<file path="src/rtl/pc_sequencer.sv">
// Fetch-PC unit: owns the PC, resolves branches/jumps, and parks redirects during fetch stalls.
// Optional exception entry/return support is compiled in with `define PC_EXC_EN.
module pc_sequencer #(
    parameter int unsigned      WIDTH      = 32,
    parameter logic [WIDTH-1:0] RESET_PC   = 32'h0000_3000
`ifdef PC_EXC_EN
    ,
    parameter logic [WIDTH-1:0] EXC_VECTOR = 32'h0000_4180
`endif
) (
    input  logic             clk,
    input  logic             reset,
    input  logic             stall,
    input  logic             fetch_ready,
    input  logic             dec_valid,
    input  logic [WIDTH-1:0] dec_pc,
    input  logic [2:0]       br_op,
    input  logic [1:0]       jump_op,
    input  logic [WIDTH-1:0] rs_val,
    input  logic [WIDTH-1:0] rt_val,
    input  logic [15:0]      imm16,
    input  logic [25:0]      index26,
`ifdef PC_EXC_EN
    input  logic             exc_req,
    input  logic             eret,
    output logic [WIDTH-1:0] epc_o,
`endif
    output logic [WIDTH-1:0] pc_o,
    output logic [WIDTH-1:0] link_o,
    output logic             taken_o,
    output logic             align_err_o
);

    localparam logic [WIDTH-1:0] Four = WIDTH'(4);

    logic [WIDTH-1:0] pc_q, pc_d;
    logic [WIDTH-1:0] pend_q, pend_d;
    logic             pend_v_q, pend_v_d;
    logic             align_q, align_d;
`ifdef PC_EXC_EN
    logic [WIDTH-1:0] epc_q, epc_d;
`endif

    logic [WIDTH-1:0] seq_pc, br_tgt, j_tgt, jr_tgt, rq_tgt;
    logic             rs_neg, rs_zero, br_true, jr_sel, jr_mis, rq, adv;

    assign seq_pc  = dec_pc + Four;
    assign rs_neg  = rs_val[WIDTH-1];
    assign rs_zero = (rs_val == '0);
    assign br_tgt  = seq_pc + {{(WIDTH-18){imm16[15]}}, imm16, 2'b00};
    assign j_tgt   = {seq_pc[WIDTH-1:28], index26, 2'b00};
    assign jr_tgt  = {rs_val[WIDTH-1:2], 2'b00};
    assign adv     = ~stall & fetch_ready;

    always_comb begin
        br_true = 1'b0;
        case (br_op)
            3'd1:    br_true = (rs_val == rt_val);
            3'd2:    br_true = (rs_val != rt_val);
            3'd3:    br_true = rs_neg | rs_zero;
            3'd4:    br_true = ~rs_neg & ~rs_zero;
            3'd5:    br_true = rs_neg;
            3'd6:    br_true = ~rs_neg;
            default: br_true = 1'b0;
        endcase
    end

    // A true branch beats a simultaneous jump; otherwise the jump decides the target.
    assign jr_sel = ~br_true & (jump_op == 2'd3);
    assign jr_mis = jr_sel & (rs_val[1:0] != 2'b00);
    assign rq     = dec_valid & (br_true | (jump_op != 2'd0));
    assign rq_tgt = br_true ? br_tgt : (jr_sel ? jr_tgt : j_tgt);

    always_comb begin
        pc_d     = pc_q;
        pend_d   = pend_q;
        pend_v_d = pend_v_q;
        align_d  = 1'b0;
`ifdef PC_EXC_EN
        epc_d    = epc_q;
        if (exc_req) begin
            pc_d     = EXC_VECTOR;
            epc_d    = dec_valid ? dec_pc : pc_q;
            pend_v_d = 1'b0;
        end else if (adv && eret) begin
            pc_d     = epc_q;
            pend_v_d = 1'b0;
        end else
`endif
        if (adv) begin
            // Any advance retires the pending slot; a fresh redirect supersedes it.
            pend_v_d = 1'b0;
            if (rq) begin
                pc_d    = rq_tgt;
                align_d = jr_mis;
            end else if (pend_v_q) begin
                pc_d = pend_q;
            end else begin
                pc_d = pc_q + Four;
            end
        end else if (rq) begin
            pend_d   = rq_tgt;
            pend_v_d = 1'b1;
            align_d  = jr_mis;
        end
    end

    always_ff @(posedge clk) begin
        if (reset) begin
            pc_q     <= RESET_PC;
            pend_q   <= '0;
            pend_v_q <= 1'b0;
            align_q  <= 1'b0;
`ifdef PC_EXC_EN
            epc_q    <= '0;
`endif
        end else begin
            pc_q     <= {pc_d[WIDTH-1:2], 2'b00};
            pend_q   <= pend_d;
            pend_v_q <= pend_v_d;
            align_q  <= align_d;
`ifdef PC_EXC_EN
            epc_q    <= epc_d;
`endif
        end
    end

    assign pc_o        = pc_q;
    assign link_o      = seq_pc;
    assign taken_o     = rq;
    assign align_err_o = align_q;
`ifdef PC_EXC_EN
    assign epc_o       = epc_q;
`endif

endmodule
</file>
<file path="config.mk">
export PLATFORM = sky130hd
export DESIGN_NAME = pc_sequencer
export DESIGN_NICKNAME = d
export VERILOG_FILES = /design/src/rtl/pc_sequencer.sv
export SDC_FILE = /design/constraint.sdc
export NUM_CORES = 1
export LEC_CHECK = 0
export BUFFER_PORTS_ARGS = -buffer_cell sky130_fd_sc_hd__buf_4
export CORE_ASPECT_RATIO = 0.75
export CORE_MARGIN = 5
export CORE_UTILIZATION = 37
export CTS_CLUSTER_SIZE = 40
export DETAILED_ROUTE_END_ITERATION = 10
export PLACE_DENSITY = 0.6
export SYNTH_ARGS = -nofsm -noshare
export SYNTH_HDL_FRONTEND = slang
export SYNTH_SLANG_ARGS = --single-unit
</file>
<file path="constraint.sdc">
create_clock -name clk -period 3.6 [get_ports clk]
set_input_delay 0.36 -clock clk [delete_from_list [all_inputs] [get_ports clk]]
set_output_delay 0.36 -clock clk [all_outputs]
set_load 0.01 [all_outputs]
</file>
# Word level (Yosys, flattened, before mapping)

Cells that the tools add are included.

Flip-flop bits (word level): 66
Latch bits: 0
RAM bits: 0
ROM bits: 0
Input bits: 148
Output and inout port bits: 66
Logic and storage cells: 41
Memories kept: 0

Add/sub/neg operators: 3
$mul: 0
Div/mod/pow operators: 0
Magnitude comparators: 0
Equal/unequal tests: 9
Shift operators: 0
Mux-type cells: 5
Bitwise logic cells: 13
Reduce and logical (&&, ||, !) cells: 6

Operator list:

| cell                                                             | count |
|---|---|
| 32-bit 2-to-1 mux                                                | 4 |
| 32-bit by 3-bit adder with 32-bit output (second input constant) | 2 |
| 32-bit adder                                                     | 1 |
| 32-bit == test                                                   | 1 |
| 32-bit zero test                                                 | 1 |
| 32-bit inequality test                                           | 1 |
| 3-bit == test (second input constant)                            | 3 |
| 3-bit by 2-bit == test with 1-bit output (second input constant) | 2 |
| 1-bit NOT                                                        | 6 |
| 1-bit one-hot mux with 6 select lines                            | 1 |
| 1-bit AND                                                        | 5 |
| 2-bit nonzero test                                               | 2 |
| 2-bit OR reduction                                               | 2 |
| 3-bit by 1-bit == test with 1-bit output (second input constant) | 1 |
| 2-bit == test (second input constant)                            | 1 |
| 1-bit bitwise OR                                                 | 2 |
| 2-bit AND reduction                                              | 1 |

# Longest topological paths before layout

Gate-level depths: netlist of run 1.

Word-level depth: 9
Mapped depth: 17
Depth with buffers taken out: 16

# Least setup slack after synthesis of run 1

Ideal clock, no wire load.

Path kind: input-to-reg
Start point: input dec_pc[11]
End point: register pend_q[31]
Setup time: 0.091 ns
Arrival time: 3.353 ns
Required time: 3.509 ns
Setup slack: 0.156 ns
Stages: 16
Buffers on the path: 1
Cell sequence: nand3_1 -> nor4_4 -> and2_1 -> nand2_1 -> nor2_1 -> xnor2_1 -> ha_1 -> clkbuf_1 -> and4_1 -> nand2_1 -> or4_1 -> a21oi_1 -> o31ai_1 -> xnor2_1 -> nand2_1 -> a311oi_1

Longest elaborated chain between the ends: 3
Elaborated cells between the ends (all ways): 4
Classes of those cells: add/sub (2); mux (2)

RTL lines:

| what                                     | line | RTL |
|---|---|---|
| start, declared                          | 16   | `input logic [WIDTH-1:0] dec_pc,` |
| 32-bit by 3-bit adder with 32-bit output | 47   | `assign seq_pc = dec_pc + Four;` |
| net link_o[24]                           | 29   | `output logic [WIDTH-1:0] link_o,` |
| 32-bit adder                             | 50   | `assign br_tgt = seq_pc + {{(WIDTH-18){imm16[15]}}, imm16, 2'b00};` |
| 32-bit 2-to-1 mux                        | 72   | `assign rq_tgt = br_true ? br_tgt : (jr_sel ? jr_tgt : j_tgt);` |
| end signal, assigned                     | 119  | `pend_q <= pend_d;` |
| end, declared                            | 37   | `logic [WIDTH-1:0] pend_q, pend_d;` |

The timed path passes the listed nets, and every way through them passes these cells.
A chain may end at the register's enable or synchronous reset.

# Worst setup path after layout of run 1

Start point: input dec_pc[2]
End point: register pc_q[25], in the netlist pc_o[25]

Longest elaborated chain between the ends: 4

RTL lines:

| what                                     | line | RTL |
|---|---|---|
| 32-bit by 3-bit adder with 32-bit output | 47   |  |
| 32-bit adder                             | 50   |  |
| 32-bit 2-to-1 mux                        | 72   |  |
| 32-bit 2-to-1 mux                        | 93   | `if (rq) begin` |
| end signal, assigned                     | 118  | `pc_q <= {pc_d[WIDTH-1:2], 2'b00};` |
| end, declared                            | 36   | `logic [WIDTH-1:0] pc_q, pc_d;` |

Every way passes these cells.

==> results.cfg, run 1 <==
[run_status]
status = completed

[logic_synthesis]
ys_ff_latch = 62
yosys-top-cells-area = dfxtp_1 (18%), xnor2_1 (9.3%), a21oi_1 (6.7%), ha_1 (6.3%), o21ai_0 (6.2%)
yosysSeqAreaShare = 0.177
synth_edf_count = 0
ys_async_sr_fraction = 0
synth_flop_cell = dfxtp_1
yosysWarnings = 0
yosysTopAreaCell = dfxtp_1
netlist_instances = 962
synth_top_cell_area_share = 0.177
syn_avg_cell_area_um2 = 7.27
syn_area_um2 = 7000
ys_types = 76

[grt]
antenna_found_initial = 0
gr-total-overflow = 0
grt_pass1_wl_um = 45100
grt_usage = 0.258
grt_pass1_vias = 8082
grt_max_degree = 42

[detailed_routing]
drtAntennaViolNets = 0
totalWireLength_um = 29500
via_count = 8642
wl_per_cell_um = 19.5
viasPerCell = 5.70
firstDrtPassIters = 8
drt-initial-drc-count = 727
route.detailed.drc = 0

[placed_design]
port_buffers = 207
dp_slack_ns = -0.207
gp_congestion = 0.916
dpl.hpwl_um = 23600

[floorplan]
die_h_um = 129
rows = 43
initial_core_util = 0.377
io_pins = 214
core_um2 = 18600
die_x_um = 169
dieArea_um2 = 21800

[finish]
fin_nets = 1447
areaGrowthSynthToFinish_pct = 43.3
diodes = 0
register_area_um2 = 1240
drive_gt1_frac = 0.319
n_fill_cell = 1873
multi_input_area_um2 = 5460

[clock_tree]
clockRootBuffer = clkbuf_16
clock_latency_ns = 0.33
clk_pin_slew_ns = 0.06
cts_tree = done
clk_path_buf_depth = 2
hold_buffers = 0
numCtsBuffers = 9
h-tree-depth = 3
cts.sink_count = 62

[worst_setup_path]
crit_chain = buf_4 > ha_1 > nand2_2 > nor4_4 > buf_4 > nand3_1 > xnor2_1 > ha_1 > buf_4 > o21ai_0 > and2_1 > o31a_1 > a211oi_2 > or2_2 > mux2i_1 > nand4b_1 > a221oi_2
worst-path-buf-inv = 3
slowest_delay_ns = 0.33
critPathCaptureType = register
critPathTopFamily = simple AND/OR/NAND/NOR gates
worstPathArrival_ns = 3.68
path_class = in2reg
worst_setup_path_start_kind = input port
cp_max_fo = 4
rr_startpoint = pc_o[3]
crit_slowest_cell = o31a_1
cp_common_cell = buf_4
crit_start = dec_pc[2]
crit_required_ns = 3.83

[sta]
worst_slack_ns = 0.151
fin_crit_sh = 0.958
worst_pin_slew_ns = 1.08
fin_skew_ns = 0.00668
final-setup-viol-count = 0
fin_tns_setup_ns = 0
min_period_ns = 3.45
hold_viol_final = 0
timing.slew.headroom = 0.277
fmaxAchievable_mhz = 290
slew_violations = 0

[min_path]
min-delay-path-class = in2reg
hold_start = dec_valid

[pwr]
p_leak_nw = 4.41
pwr_density_cell_nw_per_um2 = 303
vdd_ir_drop_max_mv = 0.178

[run]
drv_cap = 0
[cells in the final DEF, fill, tap and decap left out, types with 3 or more instances in the layout]
| master | count |
|---|---|
| xor2_1 | 34 |
| dfxtp_1 | 62 |
| nand4_1 | 26 |
| a21oi_1 | 93 |
| clkinv_2 | 3 |
| nand3b_1 | 3 |
| o21a_1 | 5 |
| nor2b_1 | 3 |
| nand3_1 | 58 |
| and4_1 | 6 |
| ha_1 | 35 |
| o21bai_1 | 3 |
| clkbuf_16 | 9 |
| nand2_1 | 100 |
| xnor2_1 | 73 |
| or3_1 | 4 |
| mux2i_1 | 30 |
| buf_4 | 347 |
| o211ai_1 | 17 |
| a21o_1 | 15 |
| and3_1 | 14 |
| o31ai_1 | 3 |
| o21ai_0 | 86 |
| mux2_2 | 6 |
| nor3_1 | 28 |
| nor4_1 | 13 |
| and2_1 | 7 |
| a2111oi_0 | 4 |
| a211oi_1 | 19 |
| a31oi_1 | 9 |
| or2_2 | 4 |
| a211o_1 | 5 |
| nor4_4 | 3 |
| inv_1 | 18 |
| nor2_1 | 52 |
[cell usage after synthesis, drive strengths merged (3+ instances only)]
library cell  count
a221oi            3
nand4            27
and4              6
o21ai            88
nor3             29
o21bai            3
a211oi           21
dfxtp            62
nand3b            3
nor4             17
nand3            60
mux2i            30
a21oi            93
xor2             35
or3               4
o211ai           18
a211o             5
xnor2            74
and2              8
a2111oi           6
inv              19
nor2b             4
nand2           102
o21a              5
a31oi            10
clkbuf           35
mux2              6
buf              25
o2111ai           3
a21o             15
o31ai             5
or2               4
and3             14
ha               35
nor2             54
[power by group]
part	leakage, nW	switching [W]	internal [W]	total, W
sequential	0.511	0.0000651	0.000751	0.000816
combinational	3.75	0.000707	0.000629	0.00134
clock	0.152	0.000315	0.000570	0.000885
[state kept, by name (all words and copies together), names as in the netlist]
signal and flops:
align_err_o 1, pend_v_q 1, pc_o 30, pend_q 30
[layout make-up]
type | count | share of cell area
multi-input combinational | 822 | 0.544
timing repair buffer | 349 | 0.264
sequential | 62 | 0.124
tap | 247 | 0.0308
clock buffer | 12 | 0.0256
inverter | 19 | 0.00711
clock inverter | 4 | 0.00449
[what timing repair did]
action	4_1_cts	5_1_grt
setup endpoints to repair	0	17
gates resized for setup	0	16
buffers inserted	0	2
[stage by stage]
stage | std cells | area (um^2) | util | total power, W | hold WS [ns]
finish | 1515 | 10000 | 0.540 | 0.00304 | 0.379
floorplan | 963 | 7000 | - | 0.00153 | 0.433
detailed placement | 1497 | 9640 | 0.519 | 0.00214 | 0.449
global route | 1515 | 10000 | 0.540 | 0.00321 | 0.397
global placement | 1497 | 9640 | 0.519 | 0.00213 | 0.444
CTS | 1513 | 9940 | 0.536 | 0.00302 | 0.371
[worst min-delay path, stage by stage]
cell and delay (ns):
buf_4 0.17, nand3_1 0.08, a21oi_1 0.05
[worst paths after layout]
| path | depth (start not counted) | slack [ns] | endpoint |
|---|---|---|---|
| worst min register to register | 2 | 0.45 | pend_q[22] |
| worst min-delay path | 3 | 0.38 | pc_o[28] |
| worst max register to register | 10 | 1.02 | pc_o[28] |
| worst max-delay path | 17 | 0.15 | pc_o[25] |
[per-layer routing]
metal	track usage	vias to the layer above	part of all wire
met5	0	-	0
met4	0.0611	0	0.021
met3	0.0494	43	0.080
met2	0.397	367	0.44
met1	0.374	4063	0.46
li1	-	4169	-
[cell families after synthesis]
group / after synthesis / synth area share
AND/OR/NAND/NOR: 339 / 0.246
flip-flops: 62 / 0.177
other: 1 / 0.000536
XOR/XNOR: 109 / 0.136
multiplexers: 36 / 0.0526
adder cells (fa/ha/maj): 36 / 0.0654
buffers and inverters: 79 / 0.0538
AO/OA/AOI/OAI: 300 / 0.267
(Power assumes the default switching activity.)
==> run 2, diff against run 1 <==
--- a/constraint.sdc
+++ b/constraint.sdc
@@ -3,2 +3,2 @@
 set_output_delay 0.36 -clock clk [all_outputs]
-set_load 0.01 [all_outputs]
+set_load 0.02 [all_outputs]
==> results.cfg, run 2 (same netlist as run 1, synthesis figures left out) <==
[finish]
fin_area_um2 = 9930
areaGrowthSynthToFinish_pct = 41.9
fin_nets = 1439
mostFrequentLayoutCells = buf_4 (340), nand2_1 (101), a21oi_1 (93)
layout_commonest_cell = buf_4
fin_util = 0.535
drive_gt1_frac = 0.310
fin_cells = 1509

[clock_tree]
numCtsBuffers = 9
cts_tree = done
postCtsSetupRepairBufs = 0
h-tree-depth = 3
post_cts_resize_count = 0
hold_buffers = 0
clockRootBuffer = clkbuf_16
clk_pin_slew_ns = 0.05
clk_path_buf_depth = 2
clock_latency_ns = 0.34
cts.sink_count = 62

[worst_setup_path]
rr_startpoint = pc_o[2]
reg2reg_slack_ns = 0.91
path_class = in2reg
cp_max_fo = 5
slowest_delay_ns = 0.39
rr_worst_depth = 9
r2r_end = pc_o[28]
crit_chain = buf_4 > nand3_1 > nor3_1 > nand3_1 > xnor2_1 > ha_1 > buf_4 > o211a_1 > a211oi_1 > o31a_1 > a211oi_2 > or2_2 > mux2i_1 > nand4b_1 > a221oi_1
worst_setup_path_start_kind = input port
crit_required_ns = 3.84
worstPathArrival_ns = 3.67
critPathCaptureType = register
crit_slowest_cell = a211oi_1

[run]
drv_cap = 0

[detailed_routing]
drtAntennaViolNets = 0
via_count = 8517
firstDrtPassIters = 6
totalWireLength_um = 29600
drt-initial-drc-count = 937
wl_per_cell_um = 19.6
viasPerCell = 5.64
route.detailed.drc = 0

[pwr]
total_power_w = 0.00306
pwr_density_cell_nw_per_um2 = 308
p_leak_nw = 4.37
vdd_ir_drop_max_mv = 0.188

[grt]
grt_usage = 0.262
gr-total-overflow = 0
grt_pass1_wl_um = 45700
antenna_found_initial = 1
grt_pass1_vias = 8356
grt_max_degree = 39

[sta]
rsz0062_at_grt = false
final-setup-viol-count = 0
timing.slew.headroom = 0.319
min_period_ns = 3.43
fin_skew_ns = 0.00987
worst_pin_slew_ns = 1.02
fin_crit_sh = 0.953
fmaxAchievable_mhz = 291
slew_violations = 0
hold_viol_final = 0
worst_slack_ns = 0.168

[floorplan]
io_pins = 214
initial_core_util = 0.377
rows = 43
dieArea_um2 = 21800
core_um2 = 18600
die_x_um = 169
die_h_um = 129

[min_path]
min-delay-path-class = in2reg
min_to = pc_o[28]
hold_start = dec_valid
hold_path_depth = 3

[placed_design]
dp_slack_ns = -0.123
gp_congestion = 0.921
dpl.hpwl_um = 23800
dp_cells = 1491
dpl_cell_area_um2 = 9600
port_buffers = 207

[run_status]
status = completed
run 2: cell count changes in the layout (fill, tap and decap cells not counted), sizes merged:
cell   delta
buf       -8
diode     +2
run 2: where the power goes:
part / total [W] / internal [W] / switching [W]
logic: 0.00135 / 0.000620 / 0.000732
registers: 0.000817 / 0.000751 / 0.0000658
clock network: 0.000887 / 0.000570 / 0.000317
run 2: worst max-delay path: cells and delay by family:
| kind | cells | cell delay, ns |
|---|---|---|
| AOI/OAI and AO/OA | 5 | 1.05 |
| adders and majority gates | 1 | 0.31 |
| and+or+nand+nor | 5 | 1.18 |
| buffers and inverters | 2 | 0.27 |
| xor gates and xnor gates | 1 | 0.28 |
| muxes | 1 | 0.22 |
run 2: area by class of cell:
| type | count | area [um^2] |
|---|---|---|
| diodes | 2 | 5.00 |
| clock buffers | 12 | 256 |
| clock inverters | 4 | 45.0 |
| fillers | 1844 | 8630 |
| inverters | 19 | 71.3 |
| multi-input cells | 822 | 5430 |
| flip-flops and latches | 62 | 1240 |
| well taps | 247 | 309 |
| repair buffers | 341 | 2570 |
run 2: worst max path at each step:
stage                from         end  slack (ns)
6_report        dec_pc[2]    pc_o[25]        0.17
5_1_grt         dec_pc[2]  pend_q[31]       0.007
4_1_cts        dec_pc[13]  pend_q[31]        0.21
3_5_place_dp   dec_pc[13]  pend_q[31]       -0.12
3_3_place_gp    dec_pc[2]  pend_q[30]       -0.09
2_1_floorplan  dec_pc[11]  pend_q[31]        0.01
run 2: routing by layer:
metal  global-route usage  up-vias  wire length, um
met5                    0        -                0
met4               0.0415        0              374
met3               0.0601       33             2800
met2                0.429      346            13300
met1                0.359     4002            13100
li1                     -     4136                -
run 2: stage by stage:
step                      setup TNS (ns)  hold slack [ns]
after floorplan                        0            0.433
after global placement            -0.395            0.446
after detailed placement          -0.760            0.450
after CTS                              0            0.384
after global routing                   0            0.405
final                                  0            0.386
==> run 3, diff against run 2 <==
==> constraint.sdc (replaced) <==
create_clock -name clk -period 3.6 [get_ports clk]
set_input_delay 0.72 -clock clk [delete_from_list [all_inputs] [get_ports clk]]
set_output_delay 0.72 -clock clk [all_outputs]
set_load 0.02 [all_outputs]
==> results.cfg, run 3 (same netlist as run 1, synthesis figures left out) <==
[worst_setup_path]
crit_start = dec_pc[3]
cp_common_cell = buf_4
path_class = in2reg
slowest_delay_ns = 0.29
crit_chain = buf_6 > ha_4 > nand2_4 > nor4_4 > buf_4 > buf_4 > buf_4 > nand3_2 > xnor2_2 > ha_4 > buf_4 > a31oi_4 > and4_4 > a211oi_2 > or2_4 > mux2i_2 > nand4b_1 > a221oi_2
worstPathArrival_ns = 3.83
crit_required_ns = 3.85
rr_startpoint = pc_o[2]
worst_setup_path_start_kind = input port
cp_max_fo = 4
crit_slowest_cell = or2_4
critPathCaptureType = register

[grt]
grt_max_degree = 39
grt_pass1_vias = 8511
gr-total-overflow = 0
antenna_found_initial = 0
grt_usage = 0.267
grt_pass1_wl_um = 46300

[detailed_routing]
wl_met2_um = 13700
firstDrtPassIters = 5
totalWireLength_um = 30700
drt-initial-drc-count = 768
drtAntennaViolNets = 0
via_count = 8844
route.detailed.drc = 0
wl_per_cell_um = 19.6
wl_met3_um = 2650
drt-met1-wl_um = 13800
viasPerCell = 5.65
top_layer = met4

[placed_design]
port_buffers = 207
dp_cells = 1535
gp_congestion = 0.943
dpl.hpwl_um = 24300

[min_path]
hold_start = pend_q[4]
min-delay-path-class = reg2reg

[sta]
min_period_ns = 3.59
fin_crit_sh = 0.996
slew_violations = 0
final-setup-viol-count = 0
timing.slew.headroom = 0.280
worst_pin_slew_ns = 1.08
fin_tns_setup_ns = 0
fmaxAchievable_mhz = 279
rsz0062_at_grt = true
fin_skew_ns = 0.00567
hold_viol_final = 0

[pwr]
power.net_switching_w = 0.00120
clock_power_share = 0.272
p_leak_nw = 4.83
switching_share = 0.370
pwr_density_cell_nw_per_um2 = 293
intPower_w = 0.00203
p_comb_frac = 0.475
seq_power_share = 0.252
vdd_ir_drop_max_mv = 0.219

[floorplan]
initial_core_util = 0.377
rows = 43
die_x_um = 169
dieArea_um2 = 21800
die_h_um = 129
io_pins = 214
core_um2 = 18600

[clock_tree]
cts_tree = done
clk_pin_slew_ns = 0.06
cts.sink_count = 62
numCtsBuffers = 9
h-tree-depth = 3
hold_buffers = 0
clock_latency_ns = 0.34
clockRootBuffer = clkbuf_16
clk_path_buf_depth = 2

[finish]
layout_commonest_cell = buf_4
fin_util = 0.593
fin_cells = 1564
drive_gt1_frac = 0.402
diodes = 0
mostFrequentLayoutCells = buf_4 (385), nand2_1 (95), o21ai_0 (77), a21oi_1 (77), dfxtp_1 (62)
fin_nets = 1496
areaGrowthSynthToFinish_pct = 57.4

[run]
drv_cap = 0

[run_status]
status = completed
-- run 3: path summary, 6_finish.rpt --
path	endpoint	slack, ns	cells past startpoint
min	pend_q[4]	0.46	2
max reg2reg	pc_o[28]	1.01	10
min reg2reg	pend_q[4]	0.46	2
max	pc_o[25]	0.01	18
-- run 3: critical path, delay by kind of cell --
family,cells,cell delay (ns)
mux,1,0.20
fa+ha+maj,2,0.41
buf+inv,5,0.66
simple gates,6,1.11
xor+xnor,1,0.25
compound gates,3,0.47
-- run 3: power by group through the flow --
stage | registers (W) | clock network (W) | logic, W
2_1_floorplan | 0.000837 | 0 | 0.000759
3_3_place_gp | 0.000825 | 0 | 0.00142
3_5_place_dp | 0.000827 | 0 | 0.00142
4_1_cts | 0.000813 | 0.000891 | 0.00143
5_1_grt | 0.000823 | 0.000921 | 0.00166
6_report | 0.000814 | 0.000880 | 0.00154
-- run 3: per-layer routing --
metal / vias up / track usage
li1: 4252 / -
met1: 4177 / 0.372
met2: 377 / 0.434
met3: 38 / 0.0552
met4: 0 / 0.0482
met5: - / 0
-- run 3: through the flow --
stage | power (W) | hold WS, ns | cell area [um^2] | setup WS [ns]
after floorplan | 0.00160 | 0.433 | 7300 | -0.141
after global routing | 0.00340 | 0.478 | 11000 | -0.129
final | 0.00323 | 0.457 | 11000 | 0.0142
after CTS | 0.00313 | 0.455 | 10500 | 0.00239
after global placement | 0.00224 | 0.444 | 10200 | -0.310
after detailed placement | 0.00225 | 0.447 | 10200 | -0.373
-- run 3: final cells by class --
| type | instances | area, um^2 |
|---|---|---|
| multi-input cells | 822 | 6020 |
| inverters | 19 | 71.3 |
| clock buffers | 11 | 243 |
| repair buffers | 398 | 3070 |
| well taps | 247 | 309 |
| flip-flops and latches | 62 | 1240 |
| fillers | 1775 | 7550 |
| clock inverters | 5 | 58.8 |
-- run 3: repair_timing --
item,in CTS,in global routing
pin swaps,1,51
buffers inserted,1,12
setup endpoints to repair,3,30
resized for setup,1,81
